$ cat config.mk
export PLATFORM = sky130hd
export DESIGN_NAME = writeback_regfile
export DESIGN_NICKNAME = d
export VERILOG_FILES = /design/src/rtl/writeback_regfile.sv
export SDC_FILE = /design/constraint.sdc
export NUM_CORES = 2
export LEC_CHECK = 0
export BUFFER_PORTS_ARGS = -buffer_cell sky130_fd_sc_hd__buf_2
export CAP_MARGIN = 20
export CORE_MARGIN = 3
export CORE_UTILIZATION = 50
export DETAILED_ROUTE_END_ITERATION = 16
export GPL_ROUTABILITY_DRIVEN = 0
export PLACE_DENSITY = 0.76
export SETUP_SLACK_MARGIN = 0.15
export SYNTH_ARGS = -nofsm -noshare
export SYNTH_HDL_FRONTEND = slang
export SYNTH_SLANG_ARGS = --single-unit
$ cat constraint.sdc
create_clock -name clk -period 5.1 [get_ports clk]
set_clock_uncertainty 0.05 [all_clocks]
set_input_delay 0 -clock clk [delete_from_list [all_inputs] [get_ports clk]]
set_output_delay 0 -clock clk [all_outputs]
set_load 0.02 [all_outputs]
$ cat src/rtl/writeback_regfile.sv
// Write-back select plus 32-entry register file with two combinational read ports and a registered commit-trace port.
// Optional build macro REGFILE_BYPASS_EN enables same-cycle write-through forwarding to the read ports.
module writeback_regfile #(
   parameter int unsigned WIDTH = 32,
   parameter int unsigned NREGS = 32
) (
   input  logic             clk,
   input  logic             rst_n,
   input  logic             regwr,
   input  logic [1:0]       regdst,
   input  logic [1:0]       memtoreg,
   input  logic [4:0]       rs,
   input  logic [4:0]       rt,
   input  logic [4:0]       rd,
   input  logic [WIDTH-1:0] alu_result,
   input  logic [WIDTH-1:0] mem_data,
   input  logic [WIDTH-1:0] pc_plus4,
   output logic [WIDTH-1:0] rd_data1,
   output logic [WIDTH-1:0] rd_data2,
   output logic             wb_valid,
   output logic [4:0]       wb_addr,
   output logic [WIDTH-1:0] wb_data
);

   localparam int unsigned AW = 5;

   logic [WIDTH-1:0] regs [NREGS];
   logic [AW-1:0]    waddr;
   logic [WIDTH-1:0] wdata;
   logic             sel_ok;
   logic             commit;

   // Write address / data muxes; reserved encodings fall to zero and are blocked by sel_ok.
   always_comb begin
      waddr = '0;
      wdata = '0;
      unique case (regdst)
         2'b00:   waddr = rt;
         2'b01:   waddr = rd;
         2'b10:   waddr = AW'(31);
         default: waddr = '0;
      endcase
      unique case (memtoreg)
         2'b00:   wdata = alu_result;
         2'b01:   wdata = mem_data;
         2'b10:   wdata = pc_plus4;
         default: wdata = '0;
      endcase
   end

   assign sel_ok = (regdst != 2'b11) && (memtoreg != 2'b11);
   assign commit = regwr && sel_ok && (waddr != '0);

   // Register array and commit-trace state.
   always_ff @(posedge clk or negedge rst_n) begin
      if (!rst_n) begin
         for (int i = 0; i < NREGS; i++) regs[i] <= '0;
         wb_valid <= 1'b0;
         wb_addr  <= '0;
         wb_data  <= '0;
      end else begin
         wb_valid <= commit;
         if (commit) begin
            regs[waddr] <= wdata;
            wb_addr     <= waddr;
            wb_data     <= wdata;
         end
      end
   end

   // Read ports; $0 always reads zero regardless of array contents or forwarding.
   always_comb begin
      rd_data1 = '0;
      rd_data2 = '0;
      if (rs != '0) rd_data1 = regs[rs];
      if (rt != '0) rd_data2 = regs[rt];
`ifdef REGFILE_BYPASS_EN
      if (commit && (rs == waddr)) rd_data1 = wdata;
      if (commit && (rt == waddr)) rd_data2 = wdata;
`else
`endif
   end

endmodule
==> metrics.txt <==
# TYPE chip_impl_metric gauge
chip_impl_metric{name="post_dp_cell_area",unit="um2"} 58600
chip_impl_metric{name="maxSlewHeadroom",unit="%"} 15.5
chip_impl_metric{name="place.port_buffers",unit=""} 219
chip_impl_metric{name="first_iter_violations",unit=""} 5953
chip_impl_metric{name="postCtsSetupBuffers",unit=""} 0
chip_impl_info{name="critical_path.endpoint_type",value="output port"} 1
chip_impl_info{name="hold_class",value="primary input to register"} 1
chip_impl_metric{name="synth.cell_area",unit="um2"} 56400
chip_impl_metric{name="area_growth_syn_to_layout",unit="%"} 12.4
chip_impl_metric{name="detail_route.wl_per_cell",unit="um"} 31.8
chip_impl_metric{name="routed-via-count",unit=""} 42710
chip_impl_info{name="critical_path_cell_with_the_highest_stage_delay",value="a2111oi_0"} 1
chip_impl_metric{name="dp.final_hpwl",unit="um"} 115000
chip_impl_metric{name="first_global_vias",unit=""} 43129
chip_impl_metric{name="grt_start_max_net_pins",unit=""} 164
chip_impl_info{name="clock_tree.root_cell",value="clkbuf_16"} 1
chip_impl_metric{name="die_width",unit="um"} 342
chip_impl_metric{name="worst_path_largest_cell_delay",unit="ns"} 0.88
chip_impl_metric{name="maxCapViolations",unit=""} 0
chip_impl_info{name="synth.cells.most_frequent",value="dfrtp_1, mux2_2, mux4_2"} 1
chip_impl_metric{name="die_area",unit="um2"} 117000
chip_impl_metric{name="post_cts_resize_count",unit=""} 0
chip_impl_metric{name="hold-worst-slack",unit="ns"} 0.0480
chip_impl_metric{name="worstPathMaxFanout",unit=""} 104
chip_impl_metric{name="grt_overflow",unit=""} 0
chip_impl_metric{name="maximum_level_of_the_cts_h_tree",unit=""} 3
chip_impl_metric{name="finalInstanceArea",unit="um2"} 63400
chip_impl_metric{name="ffs_latches_synth",unit=""} 1062
chip_impl_info{name="rsz_0062_raised_after_global_routing",value="no"} 1
chip_impl_metric{name="layout_worst_path_cycle_share",unit="%"} 78.6
chip_impl_metric{name="synth_cell_type_count",unit=""} 59
chip_impl_metric{name="drc",unit=""} 0
chip_impl_info{name="min-delay-start",value="alu_result[12]"} 1
chip_impl_metric{name="drt-vias-per-instance",unit=""} 6.99
chip_impl_metric{name="floorplan.initialDensity",unit="%"} 50.7
chip_impl_metric{name="synth_edf_count",unit=""} 0
chip_impl_metric{name="ios",unit=""} 220
chip_impl_metric{name="fin_crit",unit="ns"} 4.01
chip_impl_metric{name="fp.coreArea",unit="um2"} 111000
chip_impl_metric{name="post_route_cells_drive_above_1_share",unit="%"} 36.0
chip_impl_metric{name="grt_antenna_before_repair",unit=""} 15
chip_impl_metric{name="cts_buffers",unit=""} 106
chip_impl_metric{name="synth_top_area_share",unit="%"} 47.1
chip_impl_info{name="synth_flop_cell",value="dfrtp_1"} 1
chip_impl_metric{name="grt_usage",unit="%"} 33.1
chip_impl_metric{name="clock_latency",unit="ns"} 0.71
chip_impl_info{name="worst_r2r_startpoint",value="regs[706]$_DFFE_PN0P_"} 1
chip_impl_info{name="path_cells",value="dlygate4sd3_1 -> buf_8 -> buf_12 -> mux2i_1 -> a22o_1 -> a2111oi_0 -> o21ai_0 -> o221ai_1 -> buf_2"} 1
chip_impl_metric{name="grt_first_pass_wirelength",unit="um"} 286000
chip_impl_metric{name="final_antenna_net_count",unit=""} 0
chip_impl_metric{name="synth_fp_nets",unit=""} 4561
chip_impl_metric{name="final_core_util",unit="%"} 57.0
chip_impl_metric{name="dieHeight",unit="um"} 342
chip_impl_metric{name="critical_path_required",unit="ns"} 5.05
chip_impl_info{name="setup.worst_path.start",value="rt[0]"} 1
chip_impl_metric{name="pre_antenna_drt_iters",unit=""} 6
chip_impl_metric{name="async_flop_share",unit="%"} 100
chip_impl_metric{name="cp_data_arrival_time",unit="ns"} 3.96
chip_impl_metric{name="p_leak",unit="nW"} 28.1
chip_impl_metric{name="power_density_over_the_cells",unit="nW/um2"} 385
chip_impl_metric{name="design.final.nets",unit=""} 4636
chip_impl_metric{name="syn_area_per_cell",unit="um2"} 12.7
chip_impl_metric{name="syn_inst",unit=""} 4443
chip_impl_metric{name="finalSetupViolCount",unit=""} 0
chip_impl_info{name="post-synth-top-count-cell",value="dfrtp_1"} 1
chip_impl_metric{name="ys_seq_area_share",unit="%"} 47.1
chip_impl_info{name="synth.area.top_cells",value="dfrtp_1, mux4_2, mux2_2"} 1
chip_impl_metric{name="final_hold_viol_count",unit=""} 0
chip_impl_metric{name="worst_ir_drop_vdd",unit="uV"} 291
chip_impl_metric{name="setup_tns",unit="ns"} 0
chip_impl_metric{name="tightestPinTransition",unit="ns"} 1.27
chip_impl_metric{name="report.final.slew_viol_count",unit=""} 0
chip_impl_info{name="critical_path_class",value="primary input to output port"} 1
chip_impl_info{name="tritoncts_clock_tree",value="yes"} 1
chip_impl_metric{name="fmax",unit="GHz"} 0.249
chip_impl_metric{name="yosys_warnings",unit=""} 0
chip_impl_info{name="worst_setup_sp_type",value="primary input"} 1
chip_impl_metric{name="routed_wirelength",unit="um"} 194000
chip_impl_info{name="cell_type_with_the_largest_total_area_after_synthesis",value="dfrtp_1"} 1
chip_impl_metric{name="cts_sinks",unit=""} 1062
chip_impl_info{name="run_status",value="complete, no violations"} 1
chip_impl_metric{name="clkTransAtPathRegs",unit="ns"} 0.06
chip_impl_metric{name="std_cell_rows",unit=""} 122
chip_impl_metric{name="cts-root-to-sink-buffers",unit=""} 3
cell type report:
type / count / area [um2]
Sequential cell: 1062 / 26600
Timing Repair Buffer: 438 / 3300
Antenna cell: 6 / 15.0
Tap cell: 1488 / 1860
Clock inverter: 57 / 736
Multi-Input combinational cell: 2907 / 27800
Fill cell: 8657 / 47900
Clock buffer: 145 / 3100
Inverter: 3 / 11.3
timing repair:
| item | in CTS | in global routing |
|---|---|---|
| endpoints found under the setup margin | 0 | 0 |
| endpoints found under the hold margin | 855 | 0 |
| hold buffers | 84 | 0 |
per-layer routing:
metal	global-route usage (%)	routed length, um	vias to the layer above	share of wire (%)
li1	-	-	16783	-
met1	43.3	69300	21714	36
met2	47.5	83600	3402	43
met3	11.5	27700	797	14
met4	20.3	13300	14	6.9
met5	0	92	-	0.047
cells in the final DEF, fill, tap and decap left out, drive strengths merged, types with 145 or more instances in the layout:
cell type,count
clkbuf,145
nor2,375
a21oi,396
mux2i,203
dfrtp,1062
buf,355
o21ai,337
mux4,460
nand2,256
mux2,568
through the flow:
step	cells	worst slack, ns	power, mW
2_1_floorplan	4443	3.24	14.0
3_3_place_gp	5806	1.84	15.5
3_5_place_dp	5810	1.73	15.7
4_1_cts	6096	1.30	24.3
5_1_grt	6101	1.11	25.2
6_report	6106	1.09	24.4
logic make-up (layout without fill, tap and decap cells):
kind of cell | after synthesis | after routing | synth area share, %
muxes | 1231 | 1231 | 33.3
DFF | 1062 | 1062 | 47.1
and+or+nand+nor | 715 | 715 | 5.37
buffers and inverters | 474 | 643 | 3.96
other | 0 | 6 | 0
AOI/OAI and AO/OA | 961 | 961 | 10.2
final timing paths:
kind	cells after the start	end	slack (ns)
max	9	rd_data2[31]	1.09
min	6	regs[940]$_DFFE_PN0P_	0.05
max reg2reg	1	regs[706]$_DFFE_PN0P_	4.19
min reg2reg	0	regs[1014]$_DFFE_PN0P_	0.35
max in group asynchronous	3	regs[773]$_DFFE_PN0P_	4.09
min in group asynchronous	3	regs[1007]$_DFFE_PN0P_	0.10
sequential cells by signal, summed over array words and instances (netlist names):
| name | flops |
|---|---|
| wb_addr | 5 |
| wb_valid | 1 |
| wb_data | 32 |
| regs | 1024 |
report_power, final:
part           internal [mW]  total (mW)  leakage, nW  switching (mW)
Sequential              9.77        10.8         14.1            1.08
Combinational           2.47        5.00         12.1            2.53
Clock                   4.94        8.53         1.90            3.59
worst max-delay path: cells and delay by family:
family / cells / cell delay [ns]
mux: 1 / 0.19
compound gates: 4 / 1.75
buf+inv: 4 / 1.79
No activity file was read; power rests on OpenSTA's default activity.
